[src/rtl/ps2_key_tracker_pkg.sv]
// Scan codes, key bit positions and decoder state encoding for the PS/2 key tracker.
// Also holds the code-to-key mapping helpers shared by the decoder.
package ps2_key_pkg;

  localparam logic [7:0] SC_A       = 8'h1C;
  localparam logic [7:0] SC_D       = 8'h23;
  localparam logic [7:0] SC_ENTER   = 8'h5A;
  localparam logic [7:0] SC_ESC     = 8'h76;
  localparam logic [7:0] SC_SPACE   = 8'h29;
  localparam logic [7:0] SC_BREAK   = 8'hF0;
  localparam logic [7:0] SC_EXT     = 8'hE0;
  localparam logic [7:0] SC_LEFT    = 8'h6B;
  localparam logic [7:0] SC_RIGHT   = 8'h74;
  localparam logic [7:0] SC_BAT_OK  = 8'hAA;
  localparam logic [7:0] SC_BAT_ERR = 8'hFC;

  localparam int KEY_A     = 0;
  localparam int KEY_D     = 1;
  localparam int KEY_ENTER = 2;
  localparam int KEY_ESC   = 3;
  localparam int KEY_SPACE = 4;
  localparam int NUM_KEYS  = 5;

  localparam logic [1:0] ST_IDLE    = 2'd0;
  localparam logic [1:0] ST_BRK     = 2'd1;
  localparam logic [1:0] ST_EXT     = 2'd2;
  localparam logic [1:0] ST_EXT_BRK = 2'd3;

  typedef enum logic [1:0] {
    DIR_NONE  = 2'd0,
    DIR_LEFT  = 2'd1,
    DIR_RIGHT = 2'd2
  } dir_t;

  // One-hot key mask for a plain (non-extended) scan code; zero when unmapped.
  function automatic logic [NUM_KEYS-1:0] key_mask(input logic [7:0] code);
    logic [NUM_KEYS-1:0] m;
    m = {NUM_KEYS{1'b0}};
    case (code)
      SC_A:     m[KEY_A]     = 1'b1;
      SC_D:     m[KEY_D]     = 1'b1;
      SC_ENTER: m[KEY_ENTER] = 1'b1;
      SC_ESC:   m[KEY_ESC]   = 1'b1;
      SC_SPACE: m[KEY_SPACE] = 1'b1;
      default:  m = {NUM_KEYS{1'b0}};
    endcase
    return m;
  endfunction

  // Arrow keys behind an E0 prefix alias the A/D movement keys.
  function automatic logic [NUM_KEYS-1:0] ext_mask(input logic [7:0] code);
    logic [NUM_KEYS-1:0] m;
    m = {NUM_KEYS{1'b0}};
    case (code)
      SC_LEFT:  m[KEY_A] = 1'b1;
      SC_RIGHT: m[KEY_D] = 1'b1;
      default:  m = {NUM_KEYS{1'b0}};
    endcase
    return m;
  endfunction

endpackage

[src/rtl/ps2_key_tracker_if.sv]
// Byte-stream input and key-state output bundle between the PS/2 receiver side
// and the key tracker.
interface ps2_key_tracker_if;
  import ps2_key_pkg::*;

  logic [7:0]          received_data;
  logic                received_data_en;
  logic                clear;
  logic [NUM_KEYS-1:0] key_held;
  logic [NUM_KEYS-1:0] key_press;
  logic                move_left;
  logic                move_right;
  logic [1:0]          decode_state;

  modport master (
    output received_data, received_data_en, clear,
    input  key_held, key_press, move_left, move_right, decode_state
  );

  modport slave (
    input  received_data, received_data_en, clear,
    output key_held, key_press, move_left, move_right, decode_state
  );

endinterface

[src/rtl/ps2_key_tracker_autorepeat.sv]
// Delayed auto-shift / auto-repeat strobe generator: fires on press, again after
// DAS_CYCLES, then every ARR_CYCLES while the key stays held.
module key_autorepeat #(
  parameter int DAS_CYCLES = 8500000,
  parameter int ARR_CYCLES = 2500000,
  parameter int CNT_W      = 24
) (
  input  logic clk,
  input  logic rst_n,
  input  logic srst,
  input  logic press,
  input  logic held,
  output logic strobe
);

  logic [CNT_W-1:0] cnt_r;
  logic             active_r;
  logic             strobe_r;

  // A fresh press restarts DAS even if a repeat was already running.
  always_ff @(posedge clk or negedge rst_n) begin
    if (!rst_n) begin
      cnt_r    <= {CNT_W{1'b0}};
      active_r <= 1'b0;
      strobe_r <= 1'b0;
    end else if (srst) begin
      cnt_r    <= {CNT_W{1'b0}};
      active_r <= 1'b0;
      strobe_r <= 1'b0;
    end else if (press) begin
      cnt_r    <= CNT_W'(DAS_CYCLES - 1);
      active_r <= 1'b1;
      strobe_r <= 1'b1;
    end else if (active_r && held) begin
      if (cnt_r == {CNT_W{1'b0}}) begin
        cnt_r    <= CNT_W'(ARR_CYCLES - 1);
        strobe_r <= 1'b1;
      end else begin
        cnt_r    <= cnt_r - CNT_W'(1'b1);
        strobe_r <= 1'b0;
      end
    end else begin
      cnt_r    <= {CNT_W{1'b0}};
      active_r <= 1'b0;
      strobe_r <= 1'b0;
    end
  end

  assign strobe = strobe_r;

endmodule

[src/rtl/ps2_key_tracker.sv]
// Decodes the PS/2 make/break/extended byte stream into held-key state, press
// pulses and auto-repeating left/right move strobes.
module ps2_key_tracker
  import ps2_key_pkg::*;
#(
  parameter int DAS_CYCLES     = 8500000,
  parameter int ARR_CYCLES     = 2500000,
  parameter int PREFIX_TIMEOUT = 50000
) (
  input  logic               CLOCK_50,
  input  logic               reset,
  ps2_key_tracker_if.slave   bus
);

  localparam int MAX_AB  = (DAS_CYCLES > ARR_CYCLES) ? DAS_CYCLES : ARR_CYCLES;
  localparam int MAX_CYC = (MAX_AB > PREFIX_TIMEOUT) ? MAX_AB : PREFIX_TIMEOUT;
  localparam int CNT_W   = (MAX_CYC > 1) ? $clog2(MAX_CYC) : 1;

  logic [1:0]          state_r, state_next_s;
  logic [NUM_KEYS-1:0] held_r, held_next_s;
  logic [NUM_KEYS-1:0] press_r, press_next_s;
  logic [CNT_W-1:0]    to_cnt_r;
  logic                timeout_s;
  dir_t                dir_r, dir_next_s;
  logic                ar_press_s, ar_held_s, ar_strobe_s;

  assign timeout_s = (state_r != ST_IDLE) && (to_cnt_r == CNT_W'(PREFIX_TIMEOUT - 1));

  // Byte decoder: clear wins over a coincident strobe and drops that byte.
  always_comb begin
    held_next_s  = held_r;
    state_next_s = state_r;
    if (bus.clear) begin
      held_next_s  = {NUM_KEYS{1'b0}};
      state_next_s = ST_IDLE;
    end else if (bus.received_data_en) begin
      case (state_r)
        ST_IDLE: begin
          case (bus.received_data)
            SC_BREAK:              state_next_s = ST_BRK;
            SC_EXT:                state_next_s = ST_EXT;
            SC_BAT_OK, SC_BAT_ERR: held_next_s  = {NUM_KEYS{1'b0}};
            default:               held_next_s  = held_r | key_mask(bus.received_data);
          endcase
        end
        ST_BRK: begin
          held_next_s  = held_r & ~key_mask(bus.received_data);
          state_next_s = ST_IDLE;
        end
        ST_EXT: begin
          if (bus.received_data == SC_BREAK) begin
            state_next_s = ST_EXT_BRK;
          end else begin
            held_next_s  = held_r | ext_mask(bus.received_data);
            state_next_s = ST_IDLE;
          end
        end
        ST_EXT_BRK: begin
          held_next_s  = held_r & ~ext_mask(bus.received_data);
          state_next_s = ST_IDLE;
        end
        default: state_next_s = ST_IDLE;
      endcase
    end else if (timeout_s) begin
      state_next_s = ST_IDLE;
    end else begin
      state_next_s = state_r;
    end
  end

  assign press_next_s = held_next_s & ~held_r;

  // Last press wins; releasing the active key stops repeat even if the other is held.
  always_comb begin
    dir_next_s = dir_r;
    if (bus.clear) begin
      dir_next_s = DIR_NONE;
    end else if (press_next_s[KEY_A]) begin
      dir_next_s = DIR_LEFT;
    end else if (press_next_s[KEY_D]) begin
      dir_next_s = DIR_RIGHT;
    end else if ((dir_r == DIR_LEFT) && !held_next_s[KEY_A]) begin
      dir_next_s = DIR_NONE;
    end else if ((dir_r == DIR_RIGHT) && !held_next_s[KEY_D]) begin
      dir_next_s = DIR_NONE;
    end else begin
      dir_next_s = dir_r;
    end
  end

  // Held level of whichever direction key owns the repeat engine next cycle.
  always_comb begin
    ar_held_s = 1'b0;
    case (dir_next_s)
      DIR_LEFT:  ar_held_s = held_next_s[KEY_A];
      DIR_RIGHT: ar_held_s = held_next_s[KEY_D];
      default:   ar_held_s = 1'b0;
    endcase
  end

  assign ar_press_s = press_next_s[KEY_A] | press_next_s[KEY_D];

  // Decoder state, key state and repeat direction registers.
  always_ff @(posedge CLOCK_50 or negedge reset) begin
    if (!reset) begin
      state_r <= ST_IDLE;
      held_r  <= {NUM_KEYS{1'b0}};
      press_r <= {NUM_KEYS{1'b0}};
      dir_r   <= DIR_NONE;
    end else begin
      state_r <= state_next_s;
      held_r  <= held_next_s;
      press_r <= press_next_s;
      dir_r   <= dir_next_s;
    end
  end

  // Prefix watchdog, kept separate because a prefix can arrive while a key repeats.
  always_ff @(posedge CLOCK_50 or negedge reset) begin
    if (!reset) begin
      to_cnt_r <= {CNT_W{1'b0}};
    end else if (bus.clear || bus.received_data_en || (state_r == ST_IDLE) || timeout_s) begin
      to_cnt_r <= {CNT_W{1'b0}};
    end else begin
      to_cnt_r <= to_cnt_r + CNT_W'(1'b1);
    end
  end

  key_autorepeat #(
    .DAS_CYCLES (DAS_CYCLES),
    .ARR_CYCLES (ARR_CYCLES),
    .CNT_W      (CNT_W)
  ) u_autorepeat (
    .clk    (CLOCK_50),
    .rst_n  (reset),
    .srst   (bus.clear),
    .press  (ar_press_s),
    .held   (ar_held_s),
    .strobe (ar_strobe_s)
  );

  assign bus.key_held     = held_r;
  assign bus.key_press    = press_r;
  assign bus.decode_state = state_r;
  assign bus.move_left    = ar_strobe_s & (dir_r == DIR_LEFT);
  assign bus.move_right   = ar_strobe_s & (dir_r == DIR_RIGHT);

endmodule

[src/flat_wrapper.sv]
// flat-port wrapper written by rule: the top's interface ports become plain ports
module ps2_key_tracker_flat import ps2_key_pkg::*;
#(
  parameter int DAS_CYCLES     = 8500000,
  parameter int ARR_CYCLES     = 2500000,
  parameter int PREFIX_TIMEOUT = 50000
)
  (CLOCK_50, reset, bus_received_data, bus_received_data_en, bus_clear, bus_key_held, bus_key_press, bus_move_left, bus_move_right, bus_decode_state);
  ps2_key_tracker_if bus_i ();
  input  logic CLOCK_50;
  input  logic reset;
  input wire logic [$bits(bus_i.received_data)-1:0] bus_received_data;
  input wire logic [$bits(bus_i.received_data_en)-1:0] bus_received_data_en;
  input wire logic [$bits(bus_i.clear)-1:0] bus_clear;
  output wire logic [$bits(bus_i.key_held)-1:0] bus_key_held;
  output wire logic [$bits(bus_i.key_press)-1:0] bus_key_press;
  output wire logic [$bits(bus_i.move_left)-1:0] bus_move_left;
  output wire logic [$bits(bus_i.move_right)-1:0] bus_move_right;
  output wire logic [$bits(bus_i.decode_state)-1:0] bus_decode_state;
  assign bus_i.received_data = bus_received_data;
  assign bus_i.received_data_en = bus_received_data_en;
  assign bus_i.clear = bus_clear;
  assign bus_key_held = bus_i.key_held;
  assign bus_key_press = bus_i.key_press;
  assign bus_move_left = bus_i.move_left;
  assign bus_move_right = bus_i.move_right;
  assign bus_decode_state = bus_i.decode_state;
  ps2_key_tracker #(.DAS_CYCLES(DAS_CYCLES), .ARR_CYCLES(ARR_CYCLES), .PREFIX_TIMEOUT(PREFIX_TIMEOUT)) u_core (.CLOCK_50(CLOCK_50), .reset(reset), .bus(bus_i));
endmodule
[config.mk]
export PLATFORM = sky130hd
export DESIGN_NAME = ps2_key_tracker_flat
export DESIGN_NICKNAME = d
export VERILOG_FILES = /design/src/rtl/ps2_key_tracker_pkg.sv /design/src/rtl/ps2_key_tracker_if.sv /design/src/rtl/ps2_key_tracker_autorepeat.sv /design/src/rtl/ps2_key_tracker.sv /design/src/flat_wrapper.sv
export SDC_FILE = /design/constraint.sdc
export NUM_CORES = 1
export LEC_CHECK = 0
export ABC_AREA = 1
export BUFFER_PORTS_ARGS = -buffer_cell sky130_fd_sc_hd__buf_2
export CORE_MARGIN = 2
export CORE_UTILIZATION = 40
export CTS_CLUSTER_DIAMETER = 120
export CTS_CLUSTER_SIZE = 25
export DETAILED_ROUTE_END_ITERATION = 12
export PLACE_DENSITY = 0.68
export SLEW_MARGIN = 20
export SYNTH_ARGS = -nofsm -noshare
export SYNTH_HDL_FRONTEND = slang
export SYNTH_SLANG_ARGS = --single-unit
[constraint.sdc]
create_clock -name CLOCK_50 -period 4.8 [get_ports CLOCK_50]
set_clock_uncertainty 0.05 [all_clocks]
set_input_delay 0.24 -clock CLOCK_50 [delete_from_list [all_inputs] [get_ports CLOCK_50]]
set_output_delay 0.24 -clock CLOCK_50 [all_outputs]
set_load 0.02 [all_outputs]
==> reports/metrics.csv <==
metric,value,unit
status,finished clean,
via_per_inst,4.915,
slew_violations,0,
synth-async-reset-ratio,100.0,%
syn-num-nets,551,
fin_ws,1.949,ns
antenna_found_initial,0,
area_growth_syn_to_layout,11.01,%
clk_pin_slew,0.08,ns
synth_edf_count,0,
crit_type,reg2reg,
wl_per_cell,12.17,µm
post-cts-setup-buffer-count,0,
rr_worst_depth,12,
finish.utilization,45.40,%
synth_fa_ha_area_share,1.572,%
cp-start-kind,flop,
yosysMostFrequentCell,nand2_1,
cts.sinks,64,
synth_cells,534,
holdCritPathClass,in2async,
core_area,0.009729,mm²
cp.required,5.02,ns
yosysTopAreaCellShare,40.25,%
fin_crit,2.851,ns
grt_max_degree,65,
report.final.setup_viol,0,
fmax,350.7,MHz
cts-htree-levels,3,
finalInstanceArea,0.004417,mm²
drtIter0Drc,210,
clock_latency,0.35,ns
yosys_warnings,0,
rsz0062_at_grt,no,
synth_compound_area_share,4.969,%
root_buffer,clkbuf_8,
cts_tree,yes,
ant_nets,0,
syn_area,0.003979,mm²
die_area,0.01076,mm²
clock_path_buffers,2,
r2r-start,u_core.bus.decode_state[1],
pin_count,26,
period_share,59.40,%
grt_pass1_vias,3430,
ys_seq_area_share,40.25,%
synth_top_family_by_area,simple AND/OR/NAND/NOR gates,
wirelength,8.559,mm
holdWs,0.006521,ns
ctsHoldBuffers,0,
hpwl,6.157,mm
port-buffer-count,25,
reg2reg_slack,1.95,ns
timing.setup.tns,0,ns
startpoint,u_core.bus.decode_state[1],
track_usage,16.90,%
synth.top_cells.by_count,"112 x nand2_1, 87 x nor2_1, 64 x dfrtp_1",
end_kind,flop,
yosys.area_share.xor_xnor,4.182,%
die_h,103.7,µm
crit_fanout,14,
synth_area_per_cell,7.451,µm²
drt_first_pass_iters,4,
ir_drop,0.0001240,V
num_rows,36,
die-width,103.7,µm
antennaDiodeCount,0,
p_leak,2.180,nW
yosys.area_share.simple,41.29,%
drc_errors,0,
vias,3455,
ys_ff_latch,64,
cts.repair.resized,0,
synth.area.top_cells,"dfrtp_1 40%, nand2_1 11%, nor2_1 8.2%",
fin_nets,582,
grt-ovfl-total,0,
synth_ff_type,dfrtp_1,
critical_path_arrival,3.07,ns
place_area,0.004237,mm²
drv_cap,0,
ys_types,36,
synthMuxAreaShare,0,%
powerDensity,350.6,mW/mm²
tightest_slew,0.9279,ns
grt_pass1_wl,14.92,mm
finalHoldViolations,0,
dpl_worst_slack,1.962,ns
r2r-end,u_core.u_autorepeat.cnt_r[5],
cts_buffers,9,
drive_above_1_share,16.32,%
start_util,40.90,%
gp_congestion,0.9286,
slew_headroom,37.97,%
synth_top_area_cell,dfrtp_1,
==> final cells by class <==
class	instances	area (µm²)
Tap cell	133	166.4
Inverter	69	259.0
Sequential cell	64	1602
Timing Repair Buffer	27	140.1
Clock buffer	12	135.1
Multi-Input combinational cell	394	2069
Clock inverter	4	45.04
Fill cell	975	5313
==> power breakdown <==
group | total [mW] | switching, mW | internal, mW
Clock | 0.450 | 0.212 | 0.238
Sequential | 0.608 | 0.0335 | 0.575
Combinational | 0.490 | 0.327 | 0.163
Total | 1.55 | 0.573 | 0.975
==> per-stage QoR <==
step / std cells / power [mW]
4_1_cts: 703 / 1.558
3_5_place_dp: 687 / 1.103
5_1_grt: 703 / 1.650
2_1_floorplan: 534 / 0.9910
6_report: 703 / 1.548
3_3_place_gp: 687 / 1.098
==> sequential cells by signal, summed over array words and instances (netlist names) <==
| register | cells |
|---|---|
| u_core.bus.decode_state | 2 |
| u_core.bus.key_held | 5 |
| u_core.bus.key_press | 5 |
| u_core.dir_r | 2 |
| u_core.to_cnt_r | 24 |
| u_core.u_autorepeat.active_r | 1 |
| u_core.u_autorepeat.cnt_r | 24 |
| u_core.u_autorepeat.strobe | 1 |
==> worst max-delay path, stage by stage, from the launching register on <==
cell and delay (ns):
dfrtp_1 0.45, nor2_2 0.40, a21oi_1 0.09, nand3_1 0.12
nand3_2 0.09, nand2_2 0.11, nand2_1 0.09, a21oi_1 0.22
ha_1 0.26, nor3b_1 0.17, buf_4 0.23, nand3_4 0.30
nor2_1 0.19
==> cell usage in the layout, fill, tap and decap left out, types with 2 or more instances in the layout <==
master    instances
nor3_2            3
xor2_1           12
inv_1            62
nor4_1            9
inv_2             7
nand2_2          13
nor3_1           16
nand3b_1          5
nor2_4           12
a21oi_1          16
buf_2            25
nand3_1          34
nor2_1           87
o21ai_0          12
nor2_2            6
dfrtp_1          64
nand2_1         112
ha_1              5
clkinv_2          3
o21a_1            2
or2_2             8
clkbuf_8          9
a31oi_1           2
xnor2_1           7
buf_4             2
nor3b_1           8
clkbuf_1          3
nand4_1          16
==> logic make-up after synthesis <==
family,after synthesis
xor+xnor,19
simple gates,334
flops,64
fa+ha+maj,5
buf+inv,76
compound gates,36
==> how the worst max path moves through the flow <==
stage | endpoint | slack [ns] | depth (start not counted)
2_1_floorplan | u_core.u_autorepeat.cnt_r[12] | 2.06 | 12
3_3_place_gp | u_core.u_autorepeat.cnt_r[6] | 2.13 | 12
3_5_place_dp | u_core.u_autorepeat.cnt_r[5] | 1.96 | 17
4_1_cts | u_core.u_autorepeat.cnt_r[5] | 1.95 | 12
5_1_grt | u_core.u_autorepeat.cnt_r[6] | 1.68 | 12
6_report | u_core.u_autorepeat.cnt_r[5] | 1.95 | 12
==> per-layer routing <==
metal | vias to the layer above | part of all wire [%] | global-route usage, %
met2 | 59 | 46 | 27.81
met4 | 0 | 1.6 | 6.660
met5 | - | 0 | 0
met3 | 11 | 3.8 | 3.965
li1 | 1770 | - | -
met1 | 1615 | 49 | 21.57
Power figures use the tool's default switching activity.
